## config.mk

```make
export PLATFORM = sky130hd
export DESIGN_NAME = mealy_scan_controller_flat
export DESIGN_NICKNAME = d
export VERILOG_FILES = /design/src/rtl/mealy_scan_pkg.sv /design/src/rtl/mealy_scan_controller_if.sv /design/src/rtl/mealy_pattern_core.sv /design/src/rtl/mealy_scan_controller.sv /design/src/flat_wrapper.sv
export SDC_FILE = /design/constraint.sdc
export NUM_CORES = 1
export LEC_CHECK = 0
export BUFFER_PORTS_ARGS = -buffer_cell sky130_fd_sc_hd__buf_4
export CAP_MARGIN = 20
export CORE_MARGIN = 3
export CORE_UTILIZATION = 35
export CTS_CLUSTER_SIZE = 40
export DETAILED_ROUTE_END_ITERATION = 8
export RECOVER_POWER = 25
export SETUP_SLACK_MARGIN = 0.3
export SLEW_MARGIN = 10
export SYNTH_ARGS = -nofsm -noshare
export SYNTH_HDL_FRONTEND = slang
export SYNTH_SLANG_ARGS = --single-unit
```

## constraint.sdc

```tcl
create_clock -name clock -period 2.5 [get_ports clock]
set_input_delay 0.125 -clock clock [delete_from_list [all_inputs] [get_ports clock]]
set_output_delay 0.125 -clock clock [all_outputs]
set_load 0.05 [all_outputs]
```

## src/rtl/mealy_scan_pkg.sv

```systemverilog
// Shared types and pattern constants for the Mealy scan controller and its detector core.
package mealy_scan_pkg;

   typedef enum logic [1:0] {
      S_IDLE = 2'd0,
      S_SCAN = 2'd1,
      S_DONE = 2'd2
   } state_t;

   localparam int unsigned HIST_W = 3;

   // History is {oldest, middle, previous}; a pattern matches when the masked history equals its value.
   localparam logic [HIST_W-1:0] PAT_A_MASK = 3'b110;
   localparam logic [HIST_W-1:0] PAT_A_VAL  = 3'b000;
   localparam logic [HIST_W-1:0] PAT_B_MASK = 3'b101;
   localparam logic [HIST_W-1:0] PAT_B_VAL  = 3'b101;

   function automatic logic pattern_hit(input logic bit_in, input logic [HIST_W-1:0] hist,
                                        input logic [HIST_W-1:0] mask, input logic [HIST_W-1:0] val);
      return bit_in & ((hist & mask) == val);
   endfunction

endpackage

```

## src/rtl/mealy_scan_controller_if.sv

```systemverilog
// Host-side handshake and result bus of the scan controller.
// Map outputs exist only when MEALY_SCAN_HIT_MAP_EN is defined.
interface mealy_scan_controller_if #(
   parameter int unsigned WIDTH = 10
);
   localparam int unsigned CW = $clog2(WIDTH + 1);

   logic             start;
   logic [WIDTH-1:0] data;
   logic             hold;
   logic             busy;
   logic             done;
   logic             hit_a;
   logic             hit_b;
   logic [CW-1:0]    cnt_a;
   logic [CW-1:0]    cnt_b;
`ifdef MEALY_SCAN_HIT_MAP_EN
   logic [WIDTH-1:0] map_a;
   logic [WIDTH-1:0] map_b;
`endif

   modport master (
      output start, data, hold,
      input  busy, done, hit_a, hit_b, cnt_a, cnt_b
`ifdef MEALY_SCAN_HIT_MAP_EN
      , input map_a, map_b
`endif
   );

   modport slave (
      input  start, data, hold,
      output busy, done, hit_a, hit_b, cnt_a, cnt_b
`ifdef MEALY_SCAN_HIT_MAP_EN
      , output map_a, map_b
`endif
   );

endinterface

```

## src/rtl/mealy_pattern_core.sv

```systemverilog
// Serial two-output Mealy detector: 3-bit history, clear/advance control, combinational hits.
module mealy_pattern_core
   import mealy_scan_pkg::*;
(
   input  logic clock,
   input  logic reset,
   input  logic clear,
   input  logic advance,
   input  logic bit_in,
   output logic hit_a,
   output logic hit_b
);

   logic [HIST_W-1:0] hist;

   always_ff @(posedge clock or posedge reset) begin
      if (reset) begin
         hist <= '0;
      end else if (clear) begin
         hist <= '0;
      end else if (advance) begin
         hist <= {hist[HIST_W-2:0], bit_in};
      end
   end

   // Hits only mean something on a consumed bit, so they are gated by advance.
   assign hit_a = advance & pattern_hit(bit_in, hist, PAT_A_MASK, PAT_A_VAL);
   assign hit_b = advance & pattern_hit(bit_in, hist, PAT_B_MASK, PAT_B_VAL);

endmodule

```

## src/rtl/mealy_scan_controller.sv

```systemverilog
// Scans a captured word LSB first through mealy_pattern_core and counts hits per pattern.
// Optional per-bit hit maps are built when MEALY_SCAN_HIT_MAP_EN is defined.
module mealy_scan_controller
   import mealy_scan_pkg::*;
#(
   parameter int unsigned WIDTH = 10
) (
   input logic                   clock,
   input logic                   reset,
   mealy_scan_controller_if.slave bus
);

   localparam int unsigned CW = $clog2(WIDTH + 1);
   localparam int unsigned IW = (WIDTH > 1) ? $clog2(WIDTH) : 1;

   state_t           state;
   logic [WIDTH-1:0] shreg;
   logic [IW-1:0]    idx;
   logic             accept;
   logic             advance;
   logic             hit_a;
   logic             hit_b;

   assign accept  = (state == S_IDLE) & bus.start;
   assign advance = (state == S_SCAN) & ~bus.hold;

   mealy_pattern_core u_core (
      .clock   (clock),
      .reset   (reset),
      .clear   (accept),
      .advance (advance),
      .bit_in  (shreg[0]),
      .hit_a   (hit_a),
      .hit_b   (hit_b)
   );

   assign bus.hit_a = hit_a;
   assign bus.hit_b = hit_b;

   always_ff @(posedge clock or posedge reset) begin
      if (reset) begin
         state     <= S_IDLE;
         shreg     <= '0;
         idx       <= '0;
         bus.busy  <= 1'b0;
         bus.done  <= 1'b0;
         bus.cnt_a <= '0;
         bus.cnt_b <= '0;
`ifdef MEALY_SCAN_HIT_MAP_EN
         bus.map_a <= '0;
         bus.map_b <= '0;
`endif
      end else begin
         case (state)
            S_IDLE: begin
               if (bus.start) begin
                  shreg     <= bus.data;
                  idx       <= '0;
                  bus.cnt_a <= '0;
                  bus.cnt_b <= '0;
`ifdef MEALY_SCAN_HIT_MAP_EN
                  bus.map_a <= '0;
                  bus.map_b <= '0;
`endif
                  bus.busy  <= 1'b1;
                  state     <= S_SCAN;
               end
            end
            S_SCAN: begin
               if (advance) begin
                  // Shift right so the next bit is always at shreg[0].
                  shreg     <= {1'b0, shreg[WIDTH-1:1]};
                  bus.cnt_a <= bus.cnt_a + CW'(hit_a);
                  bus.cnt_b <= bus.cnt_b + CW'(hit_b);
`ifdef MEALY_SCAN_HIT_MAP_EN
                  bus.map_a[idx] <= hit_a;
                  bus.map_b[idx] <= hit_b;
`endif
                  idx <= idx + IW'(1);
                  if (idx == IW'(WIDTH - 1)) begin
                     bus.done <= 1'b1;
                     state    <= S_DONE;
                  end
               end
            end
            S_DONE: begin
               bus.done <= 1'b0;
               bus.busy <= 1'b0;
               state    <= S_IDLE;
            end
            default: begin
               bus.done <= 1'b0;
               bus.busy <= 1'b0;
               state    <= S_IDLE;
            end
         endcase
      end
   end

endmodule

```

## src/flat_wrapper.sv

```systemverilog
// flat-port wrapper written by rule: the top's interface ports become plain ports
module mealy_scan_controller_flat import mealy_scan_pkg::*;
#(
   parameter int unsigned WIDTH = 10
)
  (clock, reset, bus_start, bus_data, bus_hold, bus_busy, bus_done, bus_hit_a, bus_hit_b, bus_cnt_a, bus_cnt_b);
  mealy_scan_controller_if #(.WIDTH(WIDTH)) bus_i ();
  input logic clock;
  input logic reset;
  input wire logic [$bits(bus_i.start)-1:0] bus_start;
  input wire logic [$bits(bus_i.data)-1:0] bus_data;
  input wire logic [$bits(bus_i.hold)-1:0] bus_hold;
  output wire logic [$bits(bus_i.busy)-1:0] bus_busy;
  output wire logic [$bits(bus_i.done)-1:0] bus_done;
  output wire logic [$bits(bus_i.hit_a)-1:0] bus_hit_a;
  output wire logic [$bits(bus_i.hit_b)-1:0] bus_hit_b;
  output wire logic [$bits(bus_i.cnt_a)-1:0] bus_cnt_a;
  output wire logic [$bits(bus_i.cnt_b)-1:0] bus_cnt_b;
  assign bus_i.start = bus_start;
  assign bus_i.data = bus_data;
  assign bus_i.hold = bus_hold;
  assign bus_busy = bus_i.busy;
  assign bus_done = bus_i.done;
  assign bus_hit_a = bus_i.hit_a;
  assign bus_hit_b = bus_i.hit_b;
  assign bus_cnt_a = bus_i.cnt_a;
  assign bus_cnt_b = bus_i.cnt_b;
  mealy_scan_controller #(.WIDTH(WIDTH)) u_core (.clock(clock), .reset(reset), .bus(bus_i));
endmodule
```

==> metrics.md <==
| Metric | Value |
|---|---|
| DRT iter0 DRCs | `43` |
| Ys Warns | `0` |
| Chip height | `70.1 um` |
| TritonCTS clock tree | `done` |
| Worst setup SP type | `flip-flop` |
| Complex-gate fraction of the synthesized area | `7.84%` |
| I/O pin count | `26` |
| Multiplexer share of the synthesized area | `19.1%` |
| Nets | `165` |
| FILL cells | `351` |
| Pre-Repair DR Iteration Count | `4` |
| Pwr Density | `1070 mW/mm2` |
| CTS Root Cell | `clkbuf_8` |
| Largest net degree at the start of global routing | `30` |
| Synth Area in Simple Gates | `11.4%` |
| Clk pin slew, worst setup/hold paths | `0.06 ns` |
| Worst Path Max Fanout | `11` |
| Critical path endpoint category | `flip-flop` |
| Status | `finished, violations left` |
| Worst Max-Slew Pin Slew | `1.55 ns` |
| Initial antenna violation count | `0` |
| Post-Route WL | `2670 um` |
| Slew Viols, Final | `30` |
| Post-route ant nets | `0` |
| Post-Syn Area per Cell | `12.6 um2` |
| WS Path Type | `flip-flop to flip-flop` |
| H-tree depth reported by CTS | `2` |
| RSZ-0062 raised after global routing | `false` |
| Largest family of logic cells by synthesized area | `multiplexers` |
| TNS Setup | `0 ns` |
| P&R area growth vs syn | `26.1%` |
| Period utilization | `82.7%` |
| Net Count, Synth | `134` |
| Final setup viols | `0` |
| Cell Count, Final, Fillers Out | `193` |
| Max-cap violation count | `1` |
| Setup repair bufs after CTS | `0` |
| FMAX | `0.483 GHz` |
| Hold slack final | `0.0924 ns` |
| Critical Path RT | `2.64 ns` |
| Skew-Pair Late Insertion Delay | `0.27 ns` |
| Share of cells above drive strength 1 | `40.7%` |
| Die W | `70.1 um` |
| Vias per cell | `4.97` |
| Sequential share of the synthesized area | `50.5%` |
| DRC | `0` |
| Register bit total from synthesis | `29` |
| Die area | `0.00491 mm2` |
| Core area | `0.00380 mm2` |
| First-pass GRT wire length | `4530 um` |
| ANT cells | `0` |
| Worst Clk Skew | `0.00510 ns` |
| Static leakage power | `0.894 nW` |
| Clock net sink count | `29` |
| Initial cell density of the core | `37.8%` |
| Synth Area in Adders | `5.23%` |
| GPL Wtd Cong | `0.752` |
| Worst EP arrival | `2.21 ns` |
| Rel. slew slack | `-3.65%` |
| XOR/XNOR Fraction of Synth Area | `1.83%` |
| Violated checks | `capacitance limit, slew limit` |
| CTS buffer count | `5` |
| Total track usage | `11.6%` |
| Via count | `960` |
| Most common cell after layout, fill and taps aside | `dfrtp_1` |
| WL/cell | `13.8 um` |
| Cells after synthesis | `114` |
| HP Class | `primary input to flip-flop` |
| Total grt overflow | `0` |
| Synth Cell Area | `0.00144 mm2` |
| Vias in the first global route | `928` |
| Tmin final | `2.07 ns` |
| Library cells used by synthesis | `25` |
| Final hold viol count | `0` |
| Hpwl dp | `1930 um` |
| FP Rows | `22` |
| Clock Path Buffers | `2` |
| Most frequent cells in the layout | `29 x dfrtp_1, 26 x buf_4, 9 x mux2_2, 8 x mux2_4` |
| Dpl cells | `185` |
| Worst vdd ir | `0.420 mV` |
| Port Buffers | `25` |
[critical path, cell delays in order (launching register included)]
cell,delay (ns)
dfrtp_1,0.55
nor3b_4,0.30
nand2_4,0.10
nor3_4,0.22
ha_2,0.22
ha_1,0.15
nor4bb_4,0.20
xnor2_1,0.15
nor2_1,0.05
[worst paths after layout]
path / slack, ns / depth (start not counted) / startpoint / endpoint
max in group asynchronous: 0.64 / 4 / reset / u_core.shreg[5]$_DFFE_PP0P_
setup / recovery: 0.43 / 8 / u_core.state[1]$_DFFE_PP0P_ / u_core.bus.cnt_a[2]$_DFFE_PP0P_
min in group asynchronous: 0.94 / 4 / reset / u_core.shreg[2]$_DFFE_PP0P_
hold reg to reg: 0.47 / 1 / u_core.idx[3]$_DFFE_PP0P_ / u_core.idx[3]$_DFFE_PP0P_
hold / removal: 0.09 / 2 / bus_data[9] / u_core.shreg[9]$_DFFE_PP0P_
setup reg to reg: 0.43 / 8 / u_core.state[1]$_DFFE_PP0P_ / u_core.bus.cnt_a[2]$_DFFE_PP0P_
[per-layer routing]
layer,part of all wire [%],track usage (%),vias up
li1,-,-,465
met1,49,16.0,462
met2,45,17.1,28
met3,5.5,3.45,5
met4,1.1,4.47,0
met5,0,0,-
[power breakdown]
part | switching, mW | total, mW | internal (mW)
clock | 0.160 | 0.378 | 0.218
sequential | 0.132 | 0.768 | 0.636
combinational | 0.384 | 0.801 | 0.417
[cell families after synthesis]
kind of cell / count (synthesis)
mux: 22
fa+ha+maj: 6
xor+xnor: 3
compound gates: 17
flops: 29
simple gates: 28
buf+inv: 9
[Yosys cell counts]
cell type / count / area (um2)
a21o_1: 2 / 15.0
a21oi_1: 5 / 25.0
a21oi_2: 1 / 8.76
a22o_1: 5 / 43.8
buf_2: 2 / 10.0
buf_6: 3 / 33.8
dfrtp_1: 29 / 726
ha_1: 6 / 75.1
inv_1: 4 / 15.0
mux2_1: 2 / 22.5
mux2_2: 9 / 101
mux2_4: 8 / 120
mux2i_1: 3 / 30.0
nand2_1: 7 / 26.3
nand2b_1: 2 / 12.5
nand4_1: 3 / 18.8
nor2_1: 7 / 26.3
nor2b_1: 1 / 6.26
nor3_1: 1 / 5.00
nor3b_2: 1 / 12.5
nor4bb_1: 4 / 40.0
o21ai_0: 4 / 20.0
or2b_1: 1 / 7.51
or3b_2: 1 / 8.76
xnor2_1: 3 / 26.3
[per-stage QoR]
stage | util, % | instance area, um2 | total power, mW | worst slack [ns]
3_5_place_dp | 44.9 | 1710 | 1.59 | 0.465
4_1_cts | 47.5 | 1800 | 1.97 | 0.422
5_1_grt | 47.7 | 1810 | 2.09 | 0.257
3_3_place_gp | 44.9 | 1710 | 1.56 | 0.500
2_1_floorplan | - | 1490 | 1.42 | 0.169
6_report | 47.7 | 1810 | 1.95 | 0.432
[cell type report]
class                      instances  area [um2]  area share [%]
clock buffer                       7        86.3            4.77
inverter                           4        15.0           0.829
multi-input combinational         76         708            39.1
sequential                        29         726            40.1
tap                               48        60.1            3.31
timing repair buffer              29         216            11.9
[registers in the layout, summed over array words and instances (netlist names)]
name	count
u_core.idx	4
u_core.bus.busy	1
u_core.bus.done	1
u_core.u_core.hist	3
u_core.bus.cnt_b	4
u_core.shreg	10
u_core.state	2
u_core.bus.cnt_a	4
[what timing repair did]
action	in CTS	in global routing
hold buffers	1	0
endpoints found under the setup margin	0	1
gates resized for setup	0	2
endpoints found under the hold margin	29	0
Power figures use the tool's default switching activity.
